==> src/rtl/seg7_scan_pkg.sv <==
// Shared types and helpers for the multiplexed 7-segment scanner.
// The state enum, the blank segment code, the digit one-hot select and
// sizing helpers for the dwell/blank timer and frame length.
package seg7_scan_pkg;

  typedef enum logic {
    ST_BLANK = 1'b0,
    ST_DRIVE = 1'b1
  } scan_state_e;

  localparam logic [6:0] SEG_BLANK  = 7'b0;
  localparam int         MAX_DIGITS = 8;

  // One-hot digit enable for a digit index (0..MAX_DIGITS-1).
  function automatic logic [MAX_DIGITS-1:0] digit_onehot(input logic [2:0] idx);
    return MAX_DIGITS'(1) << idx;
  endfunction

  // Width of a timer that must reach max(dwell, blank) without overflow.
  function automatic int timer_width(input int dwell, input int blank);
    return $clog2(((dwell > blank) ? dwell : blank) + 1);
  endfunction

  // Clock cycles in one full scan of all digits.
  function automatic int frame_cycles(input int n, input int dwell, input int blank);
    return n * (dwell + blank);
  endfunction

endpackage

==> src/rtl/seg7.sv <==
// Hex digit to 7-segment decoder, bit0=a .. bit6=g, active-high.
module seg7 (
  input  logic [3:0] bcd,
  output logic [6:0] seg
);

  // Pure lookup of the segment pattern for each nibble value.
  always_comb begin
    seg = 7'h00;
    case (bcd)
      4'h0: seg = 7'h3F;
      4'h1: seg = 7'h06;
      4'h2: seg = 7'h5B;
      4'h3: seg = 7'h4F;
      4'h4: seg = 7'h66;
      4'h5: seg = 7'h6D;
      4'h6: seg = 7'h7D;
      4'h7: seg = 7'h07;
      4'h8: seg = 7'h7F;
      4'h9: seg = 7'h6F;
      4'hA: seg = 7'h77;
      4'hB: seg = 7'h7C;
      4'hC: seg = 7'h39;
      4'hD: seg = 7'h5E;
      4'hE: seg = 7'h79;
      4'hF: seg = 7'h71;
      default: seg = 7'h00;
    endcase
  end

endmodule

==> src/rtl/seg7_scan_mux.sv <==
// Time-multiplexed 7-segment scanner with double-buffered frame loads and
// a blanking gap before every digit. Optional leading-zero blanking is
// enabled by defining SEG7_SCAN_LZB_EN.
module seg7_scan_mux
  import seg7_scan_pkg::*;
#(
  parameter int NUM_DIGITS   = 4,
  parameter int DWELL_CYCLES = 1000,
  parameter int BLANK_CYCLES = 16
) (
  input  logic                    clk,
  input  logic                    reset,
  input  logic [4*NUM_DIGITS-1:0] bcd_in,
  input  logic [NUM_DIGITS-1:0]   dp_in,
  input  logic                    load,
  output logic [6:0]              segments,
  output logic                    dp,
  output logic [NUM_DIGITS-1:0]   digit_sel,
  output logic                    frame_start
);

  localparam int              TW         = timer_width(DWELL_CYCLES, BLANK_CYCLES);
  localparam int              IW         = $clog2(NUM_DIGITS);
  localparam logic [TW-1:0]   BLANK_LAST = TW'(BLANK_CYCLES - 1);
  localparam logic [TW-1:0]   DWELL_LAST = TW'(DWELL_CYCLES - 1);
  localparam logic [IW-1:0]   IDX_LAST   = IW'(NUM_DIGITS - 1);

  scan_state_e               state_q, state_d;
  logic [TW-1:0]             timer_q, timer_d;
  logic [IW-1:0]             idx_q, idx_d;
  logic [4*NUM_DIGITS-1:0]   act_bcd_q, act_bcd_d, pend_bcd_q, pend_bcd_d;
  logic [NUM_DIGITS-1:0]     act_dp_q, act_dp_d, pend_dp_q, pend_dp_d;
  logic                      pend_vld_q, pend_vld_d;
  logic [6:0]                segments_q, segments_d;
  logic                      dp_q, dp_d;
  logic [NUM_DIGITS-1:0]     digit_sel_q, digit_sel_d;
  logic                      frame_start_q, frame_start_d;

  logic                      boundary;
  logic [3:0]                cur_bcd;
  logic                      cur_dp;
  logic [6:0]                dec_seg;
  logic                      lz_blank;

  // Sequencer: BLANK for BLANK_CYCLES, then DRIVE for DWELL_CYCLES, next digit.
  always_comb begin
    state_d = state_q;
    timer_d = timer_q + TW'(1);
    idx_d   = idx_q;
    case (state_q)
      ST_BLANK: begin
        if (timer_q == BLANK_LAST) begin
          state_d = ST_DRIVE;
          timer_d = '0;
        end
      end
      ST_DRIVE: begin
        if (timer_q == DWELL_LAST) begin
          state_d = ST_BLANK;
          timer_d = '0;
          idx_d   = (idx_q == IDX_LAST) ? '0 : idx_q + IW'(1);
        end
      end
      default: begin
        state_d = ST_BLANK;
        timer_d = '0;
      end
    endcase
  end

  // Frame boundary: the sequencer sits in digit 0's first blank cycle. The
  // outputs trail the sequencer by one register, so this is the cycle in
  // which the bus still shows the last dwell cycle of digit NUM_DIGITS-1.
  assign boundary = (state_q == ST_BLANK) && (timer_q == '0) && (idx_q == '0);

  // Double buffer: loads land in pending; pending (or a same-cycle load) is
  // promoted to active only at the frame boundary so a frame never tears.
  always_comb begin
    act_bcd_d  = act_bcd_q;
    act_dp_d   = act_dp_q;
    pend_bcd_d = pend_bcd_q;
    pend_dp_d  = pend_dp_q;
    pend_vld_d = pend_vld_q;
    if (boundary) begin
      if (load) begin
        act_bcd_d  = bcd_in;
        act_dp_d   = dp_in;
        pend_vld_d = 1'b0;
      end else if (pend_vld_q) begin
        act_bcd_d  = pend_bcd_q;
        act_dp_d   = pend_dp_q;
        pend_vld_d = 1'b0;
      end
    end else if (load) begin
      pend_bcd_d = bcd_in;
      pend_dp_d  = dp_in;
      pend_vld_d = 1'b1;
    end
  end

  // Select the active digit and its decimal point for the current index.
  always_comb begin
    cur_bcd = 4'h0;
    cur_dp  = 1'b0;
    for (int i = 0; i < NUM_DIGITS; i++) begin
      if (idx_q == IW'(i)) begin
        cur_bcd = act_bcd_q[4*i +: 4];
        cur_dp  = act_dp_q[i];
      end
    end
  end

  seg7 u_seg7 (
    .bcd (cur_bcd),
    .seg (dec_seg)
  );

`ifdef SEG7_SCAN_LZB_EN
  // Blank digit idx when it and every more significant digit are zero.
  always_comb begin
    lz_blank = (idx_q != '0);
    for (int i = 0; i < NUM_DIGITS; i++) begin
      if ((IW'(i) >= idx_q) && (act_bcd_q[4*i +: 4] != 4'h0)) begin
        lz_blank = 1'b0;
      end
    end
  end
`else
  assign lz_blank = 1'b0;
`endif

  // Output decode; select, segments and dp are all registered together.
  always_comb begin
    segments_d    = SEG_BLANK;
    dp_d          = 1'b0;
    digit_sel_d   = '0;
    frame_start_d = boundary;
    if (state_q == ST_DRIVE) begin
      digit_sel_d = NUM_DIGITS'(digit_onehot(3'(idx_q)));
      dp_d        = cur_dp;
      segments_d  = ((cur_bcd > 4'd9) || lz_blank) ? SEG_BLANK : dec_seg;
    end
  end

  // State, buffers and output registers.
  always_ff @(posedge clk) begin
    if (reset) begin
      state_q       <= ST_BLANK;
      timer_q       <= '0;
      idx_q         <= '0;
      act_bcd_q     <= '0;
      act_dp_q      <= '0;
      pend_bcd_q    <= '0;
      pend_dp_q     <= '0;
      pend_vld_q    <= 1'b0;
      segments_q    <= SEG_BLANK;
      dp_q          <= 1'b0;
      digit_sel_q   <= '0;
      frame_start_q <= 1'b0;
    end else begin
      state_q       <= state_d;
      timer_q       <= timer_d;
      idx_q         <= idx_d;
      act_bcd_q     <= act_bcd_d;
      act_dp_q      <= act_dp_d;
      pend_bcd_q    <= pend_bcd_d;
      pend_dp_q     <= pend_dp_d;
      pend_vld_q    <= pend_vld_d;
      segments_q    <= segments_d;
      dp_q          <= dp_d;
      digit_sel_q   <= digit_sel_d;
      frame_start_q <= frame_start_d;
    end
  end

  assign segments    = segments_q;
  assign dp          = dp_q;
  assign digit_sel   = digit_sel_q;
  assign frame_start = frame_start_q;

endmodule
==> config.mk <==
export PLATFORM = sky130hd
export DESIGN_NAME = seg7_scan_mux
export DESIGN_NICKNAME = d
export VERILOG_FILES = /design/src/rtl/seg7_scan_pkg.sv /design/src/rtl/seg7.sv /design/src/rtl/seg7_scan_mux.sv
export SDC_FILE = /design/constraint.sdc
export NUM_CORES = 1
export LEC_CHECK = 0
export BUFFER_PORTS_ARGS = -buffer_cell sky130_fd_sc_hd__buf_2
export CAP_MARGIN = 25
export CORE_MARGIN = 4
export CORE_UTILIZATION = 52
export DETAILED_ROUTE_END_ITERATION = 8
export PLACE_DENSITY = 0.75
export SYNTH_ARGS = -nofsm -noshare
export SYNTH_HDL_FRONTEND = slang
export SYNTH_SLANG_ARGS = --single-unit
export TNS_END_PERCENT = 10
==> constraint.sdc <==
create_clock -name clk -period 2.7 [get_ports clk]
set_clock_uncertainty 0.2 [all_clocks]
set_input_delay 0.135 -clock clk [delete_from_list [all_inputs] [get_ports clk]]
set_output_delay 0.135 -clock clk [all_outputs]
set_load 0.02 [all_outputs]
After elaboration in Yosys (flattened, before gate mapping)
Memory sizes are Yosys's and may differ from the RTL's. A register that Yosys moved wholly into a read port is not among the register bits. Cells that the tools add are included.

$add $sub $neg: 2. $lt $le $gt $ge: 1. Equality and inequality tests: 5. Shifts and indexed selects: 1. Mux-type cells: 19. Bitwise logic cells: 2. Reductions and logical operators: 11.

Operators with widths (count): $mux W16 (2); $mux W4 (6); $mux W10 (2); $pmux W10 S2 (1); $add A10 B1 Y10 const B (1); $eq A10 B10 Y1 const B (1); $eq A10 B4 Y1 const B (1); $logic_not A10 Y1 (1); $mux W1 (6); $reduce_and A2 Y1 (3); $eq A2 B2 Y1 const B (2); $gt A4 B4 Y1 const B (1); $reduce_or A2 Y1 (2); $shl A1 B2 Y4 const A (1); $reduce_or A3 Y1 (1); $add A2 B1 Y2 const B (1); $eq A2 B1 Y1 const B (1); $logic_and A1 B1 Y1 (2); $logic_not A2 Y1 (1); $mux W2 (1); $not A1 Y1 (2); $pmux W1 S2 (1); $reduce_bool A2 Y1 (1).

Register bits after elaboration: 60. Memory bits (read-only): 112. Input bits: 23. Output and inout port bits: 13. Logic and storage cells: 53. Memories kept: 1.

Memory list: (no name shown) (depth 16, bits a word 7, rd ports 1, clocked after memory_dff 1, wr ports 0, RTL line seg7.sv:10) `case (bcd)`.

Longest topological paths before layout
Depth in word-level cells: 7. Mapped depth: 12. Gate-level depth less buffers: 11.

Cells and area by module
From an unflattened synthesis, not the netlist that was laid out.

Cells, all modules: 330. Area, all modules: 3213.1 sq um.

By module, submodules not included: seg7_scan_mux (times used 1, cells each 297, area each 2919.0 sq um); seg7 (times used 1, cells each 33, area each 294.0 sq um).

Worst setup path before layout
No wires, ideal clock.

Kind: register to register. From: register idx_q[0]. To: register segments_q[0] (netlist: segments[0]). Arrival time: 2.548 ns. Required time: 2.426 ns. Setup slack: -0.122 ns. Cell stages (with the launch flop): 9. Buffers on the path: 0. Clock period less this slack: 2.822 ns. Path through: dfxtp_1 inv_1 ha_1 inv_1 o311ai_0 inv_1 ha_1 or3_1 a31oi_1.

Cells in the longest elaborated chain, start to end: 7. Elaborated cells between the ends (all ways): 10.

RTL lines: from (decl) (RTL line seg7_scan_mux.sv:30) `logic [IW-1:0] idx_q, idx_d;`; from (signal assigned) (RTL line seg7_scan_mux.sv:163) `idx_q <= idx_d;`; $logic_not A2 Y1 (RTL line seg7_scan_mux.sv:106) `if (idx_q == IW'(i)) begin`; $mux W4 (3 in series) (RTL line seg7_scan_mux.sv:106); $mux W4 (*) (RTL line seg7_scan_mux.sv:106); $gt A4 B4 Y1 (RTL line seg7_scan_mux.sv:141) `segments_d = ((cur_bcd > 4'd9) || lz_blank) ? SEG_BLANK : dec_seg;`; $reduce_or A3 Y1 (no line); to (decl) (RTL line seg7_scan_mux.sv:34) `logic [6:0] segments_q, segments_d;`.

Every way passes the cells marked *; elsewhere a longest branch is shown, timed or not. A chain may end at the register's enable or synchronous reset.

Worst setup path after layout
From: register idx_q[1]. To: register segments_q[0] (netlist: segments[0]).

The elaborated chain is that of the path after synthesis.

==> out/results.txt <==
Number of top-level design ports: 36
Max-cap violation count: 0
Fill count: 455
Core Footprint: 5570 um2
Total half-perimeter wirelength after legalization and detailed placement: 3.84 mm
Worst Setup Start Kind: flop
Setup Crit Path Kind: flop to flop
Internal power summed over all cells: 1590 uW
Layout cells sized above 1: 18.0%
Routed Antenna Nets: 0
Drt first-iter violations: 50
Per-cell via count in the routed design: 5.20
Root buf cell: clkbuf_8
Fraction of power consumed by sequential logic: 50.0%
Switching power: 581 uW
Starting utilization of the core area: 54.1%
Count of warnings emitted by yosys: 0
Input/output buffers: 35
Register bit count reported by yosys: 67
Worst path setup slack after routing: 237 ps
CTS tree: done
RSZ-0062 raised after global routing: false
Die width: 84.1 um
Post-detailed-route DRC marker count: 0
Worst Path Max Fanout: 10
Die Y: 84.1 um
Layout Area Growth over Synthesis: 21.3%
Max Transition Viols Final: 0
Proportion of total power due to net switching: 26.7%
Number of distinct library cells after synthesis: 45
Detailed-route wire length: 5.78 mm
Minimum period implied by the final worst setup slack: 2460 ps
Overall power of the completed layout: 2170 uW
Count of endpoints failing setup in the final report: 0
Clock-pin slew of the registers on the worst-case setup and hold paths: 70 ps
Post-synthesis average cell area: 9.57 um2
Layout Nets: 409
Tightest Hold Check Type: input port to flop
Routed via count: 2,339
Final weighted congestion in routability-driven placement: 0.852
Fraction of synthesized cell area taken by the top area cell type: 44.5%
Top cells by area, synth: dfxtp_1 (44%), mux2i_1 (16%), nor2_1 (7.7%)
Upper clock frequency limit: 406 MHz
Number of global-route vias before repair: 2,241
Hold violation total from the final report: 0
Cell Count Post-Placement: 413
Portion of the post-synthesis area used by sequential elements: 44.5%
Largest net degree at the start of global routing: 47
Post-Syn Area: 3010 um2
Length of the first detailed-routing pass in iterations: 4
Total number of placement rows: 27
Most frequent cells in the layout: dfxtp_1 (66), nor2_1 (61), mux2i_1 (47), buf_2 (35), a211oi_1 (23)
Fraction of power consumed by combinational cells: 15.5%
Sinks on Clock Net: 67
Cell Pwr Density: 595 nW/um2
Clock Latency Late Sink: 350 ps
Setup slack at placement: 178 ps
Aggregate global routing overflow: 0
Number of instances in the synthesized netlist: 315
First-pass GRT wire length: 10.1 mm
Buffers inserted during post-CTS setup optimization: 0
Clock network fraction of total power: 34.5%
Syn Nets: 351
Worst path required time: 2780 ps
Setup Total Neg Slack: 0 ps
Endpoint type of the worst setup path: flop
Slew headroom: 68.4%
H-tree level count: 3
Area of the multi-input gates: 1540 um2
Transition time at the pin with the least slew margin: 473 ps
Leakage power of the design: 0.00153 uW
Detail-routed net length per standard cell: 12.8 um
Diodes inserted: 0
Status: complete, no violations
Commonest non-fill, non-tap cell in the layout: dfxtp_1
Non-filler instance count after layout: 450
Number of buffers between clock root and the deepest sink: 2
Yosys top cell by area: dfxtp_1
Tot GR Track Use: 17.8%
Overall die area: 7080 um2
Peak supply drop: 0.502 mV
Signal arrival time at the worst endpoint: 2540 ps
Final clock period utilization by the worst path: 91.2%
Number of antenna violations at the first check in global routing: 0
Cts bufs inserted: 9
Area used by sequential logic in the layout: 1340 um2
==> kinds of logic after synthesis <==
kind of cell	count (synthesis)	synth area share (%)
multiplexers	48	16.0
buffers and inverters	31	4.52
XOR/XNOR	8	2.32
AND/OR/NAND/NOR	102	15.6
adder cells (fa/ha/maj)	13	5.40
flip-flops	67	44.5
AO/OA/AOI/OAI	46	11.7
==> layout make-up <==
class	count	area share [%]
clock inverters	4	0.685
multi-input cells	217	42.2
clock buffers	12	4.25
well taps	72	2.46
repair buffers	64	12.2
inverters	14	1.44
flip-flops and latches	67	36.7
==> power by group through the flow <==
stage,logic [uW],registers (uW),clock network [uW]
after floorplan,243,1100,0
after global placement,306,1110,0
after detailed placement,315,1110,0
after CTS,338,1090,775
after global routing,384,1090,814
final,338,1090,749
==> per-layer routing <==
layer / GRT usage, % / up-vias / routed length, um
li1: - / 1211 / -
met1: 21.2 / 1076 / 2720
met2: 28.8 / 40 / 2670
met3: 5.99 / 12 / 266
met4: 8.48 / 0 / 122
met5: 0 / - / 0
==> state kept, by name, summed over array words and instances (netlist names) <==
| register | count |
|---|---|
| pend_dp_q | 4 |
| frame_start | 1 |
| pend_bcd_q | 16 |
| pend_vld_q | 1 |
| state_q | 1 |
| timer_q | 10 |
| idx_q | 2 |
| act_dp_q | 4 |
| segments | 7 |
| digit_sel | 4 |
| act_bcd_q | 16 |
| dp | 1 |
==> Yosys cell counts (all sizes together) <==
| cell type | count |
|---|---|
| dfxtp | 67 |
| nor2b | 1 |
| nor3 | 5 |
| or3 | 2 |
| nand4 | 2 |
| nor4 | 2 |
| nand4b | 1 |
| and3b | 1 |
| o21ai | 6 |
| or3b | 1 |
| a22oi | 1 |
| and3 | 5 |
| ha | 13 |
| nand2b | 3 |
| xnor2 | 6 |
| nor4b | 1 |
| clkbuf | 6 |
| o221ai | 1 |
| nor3b | 2 |
| a31oi | 1 |
| nor2 | 63 |
| mux2 | 1 |
| a211oi | 23 |
| buf | 11 |
| nand3b | 1 |
| mux2i | 47 |
| a221oi | 2 |
| nand3 | 2 |
| nand2 | 7 |
| a211o | 1 |
| inv | 14 |
| o311ai | 1 |
| o211ai | 2 |
| a21oi | 6 |
| and2 | 3 |
| o21bai | 1 |
| xor2 | 2 |
| o21a | 1 |
==> worst max-delay path: stages, from the launching register on <==
cell and delay (ps):
dfxtp_1 440, inv_1 130, ha_2 250, a211oi_1 230, o21ai_0 110, o311ai_1 100, inv_1 140, ha_1 270
or3_1 370, a31oi_1 150
==> worst paths after layout <==
kind              startpoint  slack (ps)      endpoint  depth (start not counted)
setup / recovery    idx_q[1]         240   segments[0]                          9
hold reg to reg   timer_q[0]         260    timer_q[0]                          1
hold / removal         reset          30  digit_sel[2]                          3
setup reg to reg    idx_q[1]         240   segments[0]                          9
==> what timing repair did <==
action | CTS | global route
resized for setup | 0 | 3
endpoints found under the hold margin | 41 | 0
setup endpoints to repair | 0 | 6
hold buffers | 21 | 0
==> metrics by stage <==
stage / instance area [um2] / hold WS, ps / utilization (%)
CTS: 3650 / 12.8 / 65.5
detailed placement: 3260 / 194 / 58.5
global placement: 3260 / 187 / 58.5
floorplan: 3010 / 82.1 / -
finish: 3650 / 29.0 / 65.6
global route: 3650 / 40.6 / 65.6
(Power assumes the default switching activity.)
